--- src/rtl/vdic_dut_pkg.sv ---
// rtl/vdic_dut_pkg.sv - shared command, FSM and data-mode types for the VDIC DUT and its frame generator
package vdic_dut_pkg;

  typedef enum logic [2:0] {
    CMD_NOP = 3'b000,
    CMD_ADD = 3'b001,
    CMD_AND = 3'b010,
    CMD_XOR = 3'b011,
    CMD_OR  = 3'b100,
    CMD_SUB = 3'b101
  } command_t;

  typedef enum logic [2:0] {IDLE, PICK, DATA, CMD, GAP} fsm_state_t;

  typedef enum logic [1:0] {ZEROS, ONES, RANDOM} data_mode_t;

  // Galois feedback mask for x^32 + x^22 + x^2 + x + 1 (right-shifting form)
  localparam logic [31:0] LFSR_TAPS = 32'h8020_0003;

  function automatic command_t decode_cmd(input logic [2:0] bits);
    command_t c;
    case (bits)
      3'b001:  c = CMD_ADD;
      3'b010:  c = CMD_AND;
      3'b011:  c = CMD_XOR;
      3'b100:  c = CMD_OR;
      3'b101:  c = CMD_SUB;
      default: c = CMD_NOP;
    endcase
    return c;
  endfunction

  function automatic data_mode_t decode_mode(input logic [1:0] bits);
    data_mode_t m;
    case (bits)
      2'b00:   m = ZEROS;
      2'b11:   m = ONES;
      default: m = RANDOM;
    endcase
    return m;
  endfunction

endpackage

--- src/rtl/vdic_frame_gen_if.sv ---
// rtl/vdic_frame_gen_if.sv - valid/ready word stream between the frame generator and its sink
interface vdic_frame_gen_if #(
  parameter int DATA_W = 8
);
  logic [DATA_W:0] word_o;
  logic            word_valid_o;
  logic            word_ready_i;

  modport master (output word_o, word_valid_o, input word_ready_i);
  modport slave  (input word_o, word_valid_o, output word_ready_i);
endinterface

--- src/rtl/vdic_lfsr.sv ---
// rtl/vdic_lfsr.sv - Galois LFSR that steps only when adv_i is high; an all-zero seed becomes 1
module vdic_lfsr
  import vdic_dut_pkg::*;
#(
  parameter int               WIDTH = 32,
  parameter logic [WIDTH-1:0] SEED  = WIDTH'(1)
) (
  input  logic             clk,
  input  logic             rst,
  input  logic             adv_i,
  output logic [WIDTH-1:0] value_o
);

  localparam logic [WIDTH-1:0] TAPS = WIDTH'(LFSR_TAPS);
  localparam logic [WIDTH-1:0] INIT = (SEED == '0) ? WIDTH'(1) : SEED;

  logic [WIDTH-1:0] value_q;

  always_ff @(posedge clk or posedge rst) begin
    if (rst) begin
      value_q <= INIT;
    end else if (adv_i) begin
      value_q <= (value_q >> 1) ^ (value_q[0] ? TAPS : '0);
    end
  end

  assign value_o = value_q;

endmodule

--- src/rtl/vdic_frame_gen.sv ---
// rtl/vdic_frame_gen.sv - random command/data frame stream generator for the VDIC DUT
// Optional reset-request injection: define VDIC_FRAME_GEN_RESET_INJ_EN.
module vdic_frame_gen
  import vdic_dut_pkg::*;
#(
  parameter int          DATA_W   = 8,
  parameter int          MIN_SIZE = 1,
  parameter int          MAX_SIZE = 9,
  parameter logic [31:0] SEED     = 32'hACE1_0001
) (
  input  logic                    clk,
  input  logic                    rst,
  input  logic                    start_i,
  input  logic                    stop_i,
  input  logic [15:0]             num_frames_i,
  vdic_frame_gen_if.master        stream,
  output logic                    frame_done_o,
  output logic                    busy_o,
  output logic                    rst_req_o
);

  localparam int SPAN = MAX_SIZE - MIN_SIZE + 1;

  fsm_state_t        state, state_nx;
  logic [31:0]       lfsr;
  logic              lfsr_adv;
  command_t          cmd_q;
  data_mode_t        mode_q;
  logic [7:0]        size_q, sent_q, size_pick;
  logic [15:0]       frame_cnt;
  logic              stop_q;
  logic [DATA_W:0]   word_q;
  logic              valid_q;
  logic              xfer;
  logic              run_end;
  logic [DATA_W-1:0] data_word;
  logic              unused_lfsr_bits;

  vdic_lfsr #(.WIDTH(32), .SEED(SEED)) u_lfsr (
    .clk     (clk),
    .rst     (rst),
    .adv_i   (lfsr_adv),
    .value_o (lfsr)
  );

  assign xfer      = valid_q && stream.word_ready_i;
  assign lfsr_adv  = (state == PICK) || ((state == DATA) && xfer);
  assign size_pick = 8'(MIN_SIZE + (int'(lfsr[15:8]) % SPAN));
  assign run_end   = stop_q || stop_i ||
                     ((num_frames_i != 16'd0) && (frame_cnt == num_frames_i));

  always_comb begin
    data_word = lfsr[DATA_W-1:0];
    case (mode_q)
      ZEROS:   data_word = '0;
      ONES:    data_word = '1;
      default: data_word = lfsr[DATA_W-1:0];
    endcase
  end

  always_ff @(posedge clk or posedge rst) begin
    if (rst) state <= IDLE;
    else     state <= state_nx;
  end

  always_comb begin
    state_nx = state;
    case (state)
      IDLE:    if (start_i) state_nx = PICK;
      PICK:    state_nx = DATA;
      DATA:    if (xfer && (sent_q + 8'd1 == size_q)) state_nx = CMD;
      CMD:     if (xfer) state_nx = GAP;
      GAP:     state_nx = run_end ? IDLE : PICK;
      default: state_nx = IDLE;
    endcase
  end

  // The word register loads in the cycle after it empties, so word_o never depends on ready.
  always_ff @(posedge clk or posedge rst) begin
    if (rst) begin
      cmd_q     <= CMD_NOP;
      mode_q    <= ZEROS;
      size_q    <= '0;
      sent_q    <= '0;
      frame_cnt <= '0;
      stop_q    <= 1'b0;
      word_q    <= '0;
      valid_q   <= 1'b0;
    end else begin
      if (state == IDLE) begin
        stop_q <= 1'b0;
        if (start_i) frame_cnt <= '0;
      end else if (stop_i) begin
        stop_q <= 1'b1;
      end

      if (state == PICK) begin
        cmd_q  <= decode_cmd(lfsr[2:0]);
        mode_q <= decode_mode(lfsr[17:16]);
        size_q <= size_pick;
        sent_q <= '0;
      end

      if (xfer) begin
        valid_q <= 1'b0;
        if (state == DATA) sent_q <= sent_q + 8'd1;
        if (state == CMD)  frame_cnt <= frame_cnt + 16'd1;
      end else if (!valid_q && (state == DATA)) begin
        word_q  <= {1'b0, data_word};
        valid_q <= 1'b1;
      end else if (!valid_q && (state == CMD)) begin
        word_q  <= {1'b1, DATA_W'(cmd_q)};
        valid_q <= 1'b1;
      end
    end
  end

  assign stream.word_o       = word_q;
  assign stream.word_valid_o = valid_q;
  assign frame_done_o        = (state == CMD) && xfer;
  assign busy_o              = (state != IDLE);
  assign unused_lfsr_bits    = ^lfsr[31:18];

`ifdef VDIC_FRAME_GEN_RESET_INJ_EN
  assign rst_req_o = (state == PICK) && (lfsr[19:18] == 2'b00);
`else
  assign rst_req_o = 1'b0;
`endif

endmodule

--- src/flat_wrapper.sv ---
// flat-port wrapper written by rule: the top's interface ports become plain ports
module vdic_frame_gen_flat import vdic_dut_pkg::*;
#(
  parameter int          DATA_W   = 8,
  parameter int          MIN_SIZE = 1,
  parameter int          MAX_SIZE = 9,
  parameter logic [31:0] SEED     = 32'hACE1_0001
)
  (clk, rst, start_i, stop_i, num_frames_i, frame_done_o, busy_o, rst_req_o, stream_word_o, stream_word_valid_o, stream_word_ready_i);
  vdic_frame_gen_if #(.DATA_W(DATA_W)) stream_i ();
  input  logic clk;
  input  logic rst;
  input  logic start_i;
  input  logic stop_i;
  input  logic [15:0] num_frames_i;
  output logic frame_done_o;
  output logic busy_o;
  output logic rst_req_o;
  output wire logic [$bits(stream_i.word_o)-1:0] stream_word_o;
  output wire logic [$bits(stream_i.word_valid_o)-1:0] stream_word_valid_o;
  input wire logic [$bits(stream_i.word_ready_i)-1:0] stream_word_ready_i;
  assign stream_word_o = stream_i.word_o;
  assign stream_word_valid_o = stream_i.word_valid_o;
  assign stream_i.word_ready_i = stream_word_ready_i;
  vdic_frame_gen #(.DATA_W(DATA_W), .MIN_SIZE(MIN_SIZE), .MAX_SIZE(MAX_SIZE), .SEED(SEED)) u_core (.clk(clk), .rst(rst), .start_i(start_i), .stop_i(stop_i), .num_frames_i(num_frames_i), .stream(stream_i), .frame_done_o(frame_done_o), .busy_o(busy_o), .rst_req_o(rst_req_o));
endmodule
--- config.mk ---
export PLATFORM = sky130hd
export DESIGN_NAME = vdic_frame_gen_flat
export DESIGN_NICKNAME = d
export VERILOG_FILES = /design/src/rtl/vdic_dut_pkg.sv /design/src/rtl/vdic_frame_gen_if.sv /design/src/rtl/vdic_lfsr.sv /design/src/rtl/vdic_frame_gen.sv /design/src/flat_wrapper.sv
export SDC_FILE = /design/constraint.sdc
export NUM_CORES = 1
export LEC_CHECK = 0
export ABC_CLOCK_PERIOD_IN_PS = 17970
export CAP_MARGIN = 10
export CELL_PAD_IN_SITES_DETAIL_PLACEMENT = 2
export CELL_PAD_IN_SITES_GLOBAL_PLACEMENT = 2
export CORE_ASPECT_RATIO = 1.4
export CORE_MARGIN = 5
export CORE_UTILIZATION = 40
export DETAILED_ROUTE_END_ITERATION = 10
export GPL_ROUTABILITY_DRIVEN = 1
export PLACE_DENSITY = 0.87
export SYNTH_ARGS = -nofsm -noshare
export SYNTH_HDL_FRONTEND = slang
export SYNTH_SLANG_ARGS = --single-unit
--- constraint.sdc ---
create_clock -name clk -period 17.97 [get_ports clk]
set_clock_uncertainty 0.1 [all_clocks]
set_input_delay 1.797 -clock clk [delete_from_list [all_inputs] [get_ports clk]]
set_output_delay 1.797 -clock clk [all_outputs]
set_load 0.02 [all_outputs]
# == Word-level counts from Yosys, hierarchy flattened ==
# Index checks and enable logic that the tools add are counted.
# W data, S select, Z words.
# totals
regBits,83
in_bits,21
out_inout_bits,13
wordCells,76
# classes
add_sub_neg,3
n_div,1
n_eq_ne,16
mux,23
bitwise,2
n_reduce_logical,21
# ops
operator,count
$mux W16,4
$mod A9 B5 Y32 const B,1
$mux W32,1
$xor A31 B32 Y32,1
$pmux W3 S5,2
$mux W8,3
$mux W9,2
$add A16 B1 Y16 const B,1
$eq A16 B16 Y1,1
$pmux W8 S2,1
$reduce_bool A16 Y1,1
$eq A3 B2 Y1 const B,4
$eq A3 B3 Y1 const B,3
$mux W3,3
$add A2 B8 Y8 const A,1
$add A8 B1 Y8 const B,1
$eq A8 B8 Y1,1
$logic_and A1 B1 Y1,7
$eq A3 B1 Y1 const B,2
$mux W1,6
$reduce_bool A3 Y1,2
$logic_not A2 Y1,2
$ne A2 B2 Y1 const B,2
$pmux W2 S2,1
other kinds (10),13

# == Depth between registers and ports, before layout ==
# Gate-level depths: netlist (run 1).
# logic_depth
word_depth,5
mapped_depth,32
depth_no_buf,30

# == Cells and area by module ==
# A second synthesis (run 1) with hierarchy kept.
# unflattened
cells_unflattened,629
area_unflattened_um2,5778.0
# modules_own_cells
mod,n_inst,cells_each,area_per_inst_um2,seq_area_each_um2
vdic_frame_gen,1,555,4431.8,1276.2
vdic_lfsr,1,74,1346.3,812.0

# == Worst setup path after synthesis (run 1) ==
# Ideal clock, no wire load.
# synth_timing
path_kind,register to register
from,"reg u_core.u_lfsr.value_q[12], in the netlist u_core.u_lfsr.value_o[12]"
to,reg u_core.size_q[4]
setup_ns,0.096
arrival_time_ns,5.802
path_slack_ns,11.972
stages_incl_launch_ff,30
synth_period_minus_slack_ns,5.998
path_cell_list,dfrtp_1 > buf_4 > nor3_2 > inv_2 > ha_1 > nand3b_1 > a31o_1 > a31oi_2 > a31oi_2 > a21o_1 > inv_1 > ha_1 > nand2_1 > o31ai_1 > a41oi_1 > nand2_1 > nor2_8 > xnor2_1 > ha_1 > nand2b_1 > a2bb2oi_1 > a21oi_1 > a211oi_4 > nor4_4 > mux2i_1 > ha_1 > nor3b_1 > a22o_1 > a22oi_1 > o31ai_1
# synth_via
elab_chain_cells,2
# synth_rtl
element,line_no,source
"start, declared",vdic_lfsr.sv:17,logic [WIDTH-1:0] value_q;
"start signal, assigned",vdic_lfsr.sv:23,value_q <= (value_q >> 1) ^ (value_q[0] ? TAPS : '0);
$mod A9 B5 Y32,vdic_frame_gen.sv:48,assign size_pick = 8'(MIN_SIZE + (int'(lfsr[15:8]) % SPAN));
$add A2 B8 Y8,vdic_frame_gen.sv:48,
"end signal, assigned",vdic_frame_gen.sv:100,size_q <= size_pick;
"end, declared",vdic_frame_gen.sv:29,"logic [7:0] size_q, sent_q, size_pick;"
# No other way between the ends.
# A chain may end at the register's enable or synchronous reset.

# == Worst setup path in the final report (run 1) ==
# layout_timing
from,"reg u_core.u_lfsr.value_q[13], in the netlist u_core.u_lfsr.value_o[13]"
to,reg u_core.size_q[4]
# Same word-level chain as after synthesis.

==> metrics.txt, run 1 <==
status finished, final reports clean; Yosys reg bits 83; largest net degree at the start of global routing 84; Slew Viols, Final 0; most frequent cell after synthesis nand2_1; Syn Area/Cell 8.481 sq um; critical path class flip-flop to flip-flop; grt ovf 0; maximum single-stage delay on the critical path 0.60 ns; post-synth top area share 33.39%; # diodes 0; Final Hold Fails 0; vias per cell 5.963; post-route setup TNS 0 ns; clock buffer count from CTS 9; hold buffer count at CTS 0; Area after DPL 0.005957 sq mm; Worst-Margin Slew 1.086 ns; Setup violations, final 0; Ports 34; commonest cells in the netlist 128 x nand2_1, 74 x dfrtp_1, 52 x o21ai_0, 38 x nor2_1, 33 x xnor2_1; top_reg_cell synth dfrtp_1; hold_ws 0.3605 ns; clock transition at the registers of the reported paths 0.07 ns; P&R area growth vs syn 12.99%; share of cells above drive strength 1 9.552%; CTS Buffer Depth 2; highest fanout seen on the critical path 17; Arr. time, crit path 7.63 ns; initial drt markers 174; clock sinks 83; fmax 0.1335 GHz; TritonCTS clock tree done; crit share post-route 41.69%; WL/cell 23.20 um; Mapped Area 0.005547 sq mm; Synth async-reset ratio 100.0%; final wirelength 19840 um; number of global-route vias before repair 5850; clk root buf clkbuf_16; Final Net Count 699; gpl congestion 0.8718; ranking of synthesized cells by area dfrtp_1 33%, nand2_1 8.7%, xnor2_1 5.2%, o21ai_0 4.7%, dfstp_2 4.3%; Starting Density 40.24%; Netlist cell types 82; Tot GR Track Use 24.86%; Die Area 0.01635 sq mm; critical path required time 18.11 ns; die height 149.3 um; ANT nets after route 0; htree depth 3; worst hold path type flip-flop to flip-flop; post-synth top area cell dfrtp_1; RSZ-0062 raised after global routing no; Tmin final 7.492 ns; post-synthesis instance total 654; syn_nets 688; drt first pass iters 4; worst relative slew slack 27.59%; standard-cell rows 51; Critical Path End Type flip-flop; number of flops mapped to enable cells by yosys 0; CTS resizes 0; worst-skew pair later-pin latency 0.35 ns; initial antenna violation count 0; global-route wire length before repair 31630 um; vias 5098; Die Wd 109.5 um; Residual DRC 0; startpoint types flip-flop; sequential area share after synthesis 37.65%; core area 0.01378 sq mm; I/O Buffers 32; Yosys warning total 0; Crit path top cell by count ha_1; Setup Buffers After CTS 0; Critical-path top delay cell dfrtp_1; post-DP HPWL 13700 um; Max-Cap Viols 0; Design Area, Final 0.006267 sq mm
==> critical path, delay by kind of cell, from the launching register on <==
kind                       cells  cell delay, ns
adders and majority gates      4            1.22
AOI/OAI and AO/OA             12            2.43
muxes                          1            0.28
DFF                            1            0.60
and+or+nand+nor               10            2.19
buffers and inverters          2            0.22
xor gates and xnor gates       1            0.32
==> final timing paths <==
check	from	end	slack (ns)	cells after the start
min in group asynchronous	rst	u_core.stream.word_o[6]$_DFFE_PP0P_	2.05	3
min reg2reg	u_core.u_lfsr.value_o[26]$_DFFE_PP1P_	u_core.u_lfsr.value_o[26]$_DFFE_PP1P_	0.36	2
max in group asynchronous	rst	u_core.u_lfsr.value_o[14]$_DFFE_PP0P_	15.03	3
max reg2reg	u_core.u_lfsr.value_o[13]$_DFFE_PP0P_	u_core.size_q[4]$_DFFE_PP0P_	10.48	30
min	u_core.u_lfsr.value_o[26]$_DFFE_PP1P_	u_core.u_lfsr.value_o[26]$_DFFE_PP1P_	0.36	2
max	u_core.u_lfsr.value_o[13]$_DFFE_PP0P_	u_core.size_q[4]$_DFFE_PP0P_	10.48	30
==> routing by layer <==
metal | vias up | wire [um] | part of all wire, % | global-route usage, %
li1 | 2339 | - | - | -
met1 | 2615 | 7666 | 39 | 26.89
met2 | 100 | 11050 | 56 | 47.34
met3 | 44 | 468 | 2.4 | 3.205
met4 | 0 | 650 | 3.3 | 10.29
met5 | - | 0 | 0 | 0
==> cell families (layout without fill, tap and decap cells) <==
family	after synthesis	count (layout)	synth area share, %
AOI/OAI and AO/OA	170	170	20.60
adders and majority gates	13	13	2.933
buffers and inverters	55	71	4.308
and+or+nand+nor	277	277	24.97
xor gates and xnor gates	48	48	7.715
muxes	7	7	1.759
DFF	83	83	37.65
other	1	1	0.06761
==> area by class of cell <==
type	instances	area, sq um
clock buffers	10	239.0
multi-input cells	516	3222
flip-flops and latches	83	2088
inverters	21	80.08
repair buffers	34	335.3
fillers	1522	7516
clock inverters	6	71.32
well taps	185	231.5
==> cell usage in the layout (no fill, tap or decap), types with 4 or more instances in the layout <==
master	n
nand2_1	128
dfrtp_1	74
o21ai_0	52
nor2_1	37
xnor2_1	33
a21oi_1	32
clkdlybuf4s50_1	32
nand3_1	25
inv_1	19
xor2_1	14
ha_1	13
nand4_1	12
o211ai_1	10
o31ai_1	10
nor3_1	9
o21ai_1	9
clkbuf_16	9
dfstp_2	9
nand2b_1	8
nor4_1	8
a211oi_1	7
and3_1	6
and2_1	6
nor2b_1	5
a21o_1	5
a31oi_1	4
==> per-stage QoR <==
| step | cells | utilization, % | setup slack, ns |
|---|---|---|---|
| after global placement | 839 | 43.22 | 11.33 |
| after floorplan | 654 | - | 11.97 |
| final | 855 | 45.47 | 10.48 |
| after detailed placement | 839 | 43.22 | 10.69 |
| after CTS | 855 | 45.47 | 10.54 |
| after global routing | 855 | 45.47 | 9.971 |
==> state kept, by name, indices dropped and copies added, names as in the netlist <==
name and cells:
u_core.stop_q 1, u_core.size_q 8, u_core.stream.word_valid_o 1, u_core.frame_cnt 16, u_core.sent_q 8, u_core.cmd_q 3
u_core.stream.word_o 9, u_core.u_lfsr.value_o 32, u_core.state 3, u_core.mode_q 2
Power of run 1 is not shown: default switching activity piles up to over one toggle a cycle in this logic, so the estimate is an artifact.
==> inputs of run 2 (changes only) <==
--- a/config.mk
+++ b/config.mk
@@ -5,16 +5,16 @@
 export SDC_FILE = /design/constraint.sdc
 export NUM_CORES = 1
 export LEC_CHECK = 0
-export ABC_CLOCK_PERIOD_IN_PS = 17970
+export ABC_CLOCK_PERIOD_IN_PS = 7000
 export CAP_MARGIN = 10
 export CELL_PAD_IN_SITES_DETAIL_PLACEMENT = 2
 export CELL_PAD_IN_SITES_GLOBAL_PLACEMENT = 2
 export CORE_ASPECT_RATIO = 1.4
 export CORE_MARGIN = 5
-export CORE_UTILIZATION = 40
+export CORE_UTILIZATION = 37
 export DETAILED_ROUTE_END_ITERATION = 10
 export GPL_ROUTABILITY_DRIVEN = 1
-export PLACE_DENSITY = 0.87
+export PLACE_DENSITY = 0.81
 export SYNTH_ARGS = -nofsm -noshare
 export SYNTH_HDL_FRONTEND = slang
 export SYNTH_SLANG_ARGS = --single-unit
==> constraint.sdc (replaced) <==
create_clock -name clk -period 7 [get_ports clk]
set_clock_uncertainty 0.1 [all_clocks]
set_input_delay 0.7 -clock clk [delete_from_list [all_inputs] [get_ports clk]]
set_output_delay 0.7 -clock clk [all_outputs]
set_load 0.02 [all_outputs]
==> metrics.txt, run 2 (synthesized netlist as in run 1, its figures left out) <==
hold depth 2 (unchanged); fmax 0.1536 GHz (+15%); TritonCTS clock tree done; Worst R2R End u_core.size_q[4]$_DFFE_PP0P_; Starting Density 37.34% (-2.9 points); # diodes 0 (unchanged); worst relative slew slack 27.62% (about the same); CTS Buffer Depth 2 (unchanged); Tmin final 6.510 ns (-0.9815 ns); htree depth 3 (unchanged); Max-Cap Viols 0 (unchanged); Hold EP u_core.u_lfsr.value_o[23]$_DFFE_PP1P_; Reg2Reg Depth 29 (-3.3%); P&R area growth vs syn 13.56%; worst hold path type flip-flop to flip-flop; clk root buf clkbuf_16; Ports 34 (unchanged); Residual DRC 0 (unchanged); commonest non-fill, non-tap cell in the layout nand2_1; Reg2Reg Setup Slack 0.49 ns (-9.99 ns); I/O Buffers 32 (unchanged); clock buffer count from CTS 9 (unchanged); standard-cell rows 53 (+3.9%); Arr. time, crit path 6.66 ns (-0.97 ns); Die Wd 113.5 um (+3.6%); clock transition at the registers of the reported paths 0.07 ns (about the same); maximum single-stage delay on the critical path 0.55 ns (-0.05 ns); global-route wire length before repair 28460 um (-10%); largest net degree at the start of global routing 84 (unchanged); most frequent cells in the layout 127 x nand2_1, 73 x dfrtp_1, 51 x o21ai_0, 37 x nor2_1; hold_ws 0.3557 ns (-0.004788 ns); RR Startpoint u_core.u_lfsr.value_o[14]$_DFFE_PP0P_; fillers 1678 (+10%); core area 0.01485 sq mm (+7.8%); Worst-Margin Slew 1.086 ns (-0.0003470 ns); hold buffer count at CTS 0 (unchanged); die height 154.9 um (+3.7%); vias per cell 5.721 (-4.0%); startpoint types flip-flop; vias 4949 (-2.9%); clock sinks 83 (unchanged); Critical Path End Type flip-flop; status finished, final reports clean; initial drt markers 235 (+35%); Setup violations, final 0 (unchanged); initial antenna violation count 0 (unchanged); highest fanout seen on the critical path 13 (-4); grt ovf 0 (unchanged); critical path required time 7.15 ns (-10.96 ns); share of cells above drive strength 1 10.70% (+1.1 points); Slew Viols, Final 0 (unchanged); Tot GR Track Use 20.01% (-4.8 points); Crit path top cell by count ha_1; post-DP HPWL 12730 um (-7.1%); ANT nets after route 0 (unchanged); Design Area, Final 0.006299 sq mm (+0.50%); worst-skew pair later-pin latency 0.35 ns (about the same); HP Start u_core.u_lfsr.value_o[23]$_DFFE_PP1P_; max reg flops 32 (unchanged); number of global-route vias before repair 5513 (-5.8%); final wirelength 17210 um (-13%); drt first pass iters 4 (unchanged); Final Net Count 702 (+0.43%); WL/cell 19.90 um (-14%); Critical-path top delay cell dfrtp_1; Area after DPL 0.005988 sq mm (+0.53%); gpl congestion 0.9446 (+8.4%); Die Area 0.01757 sq mm (+7.5%); critical path class flip-flop to flip-flop; crit share post-route 93.01% (+51 points); Final Hold Fails 0 (unchanged)
run 2: cell count changes in the layout (fill, tap and decap cells not counted), sizes merged:
cell | previous run | this run
clkinvlp | 1 | 3
clkinv | 2 | 1
bufinv | 1 | 0
buf | 2 | 5
run 2: worst max-delay path: cells and delay by family, from the launching register on:
| kind | cells | cell delay [ns] |
|---|---|---|
| compound gates | 11 | 2.34 |
| simple gates | 10 | 1.79 |
| fa+ha+maj | 4 | 1.15 |
| flops | 1 | 0.55 |
| xor+xnor | 2 | 0.30 |
| buf+inv | 2 | 0.19 |
run 2: worst max-delay path by stage:
| stage | start | end | slack (ns) | cells past startpoint |
|---|---|---|---|---|
| CTS | u_core.u_lfsr.value_o[12]$_DFFE_PP0P_ | u_core.size_q[4]$_DFFE_PP0P_ | 0.01 | 30 |
| floorplan | u_core.u_lfsr.value_o[12]$_DFFE_PP0P_ | u_core.size_q[4]$_DFFE_PP0P_ | 1.00 | 29 |
| finish | u_core.u_lfsr.value_o[14]$_DFFE_PP0P_ | u_core.size_q[4]$_DFFE_PP0P_ | 0.49 | 29 |
| detailed placement | u_core.u_lfsr.value_o[12]$_DFFE_PP0P_ | u_core.size_q[4]$_DFFE_PP0P_ | 0.009 | 28 |
| global route | u_core.u_lfsr.value_o[14]$_DFFE_PP0P_ | u_core.size_q[4]$_DFFE_PP0P_ | -0.001 | 30 |
| global placement | u_core.u_lfsr.value_o[12]$_DFFE_PP0P_ | u_core.size_q[4]$_DFFE_PP0P_ | 0.65 | 28 |
run 2: timing repair:
action,CTS,global route
setup buffers,0,0
gates resized for setup,0,8
setup endpoints to repair,0,4
run 2: cell type report:
class | instances | area (sq um) | area share, %
clock buffer | 10 | 229.0 | 3.635
clock inverter | 6 | 48.80 | 0.7747
inverter | 21 | 80.08 | 1.271
multi-input combinational | 516 | 3253 | 51.65
sequential | 83 | 2090 | 33.17
tap | 192 | 240.2 | 3.814
timing repair buffer | 37 | 357.8 | 5.681
run 2: stage by stage:
step,setup WS (ns),utilization [%],setup TNS (ns),instances
4_1_cts,0.01162,42.18,0,865
2_1_floorplan,1.002,-,0,654
5_1_grt,-0.001385,42.40,-0.001385,865
6_report,0.4896,42.40,0,865
3_3_place_gp,0.6528,40.31,0,849
3_5_place_dp,0.009170,40.31,0,849
run 2: metal layers:
layer / global-route usage (%) / share of wire, %
met2: 38.95 / 56
met3: 2.763 / 2.1
met5: 0 / 0
met1: 21.98 / 40
met4: 6.128 / 1.7
Power of run 2 is left out for the same reason.
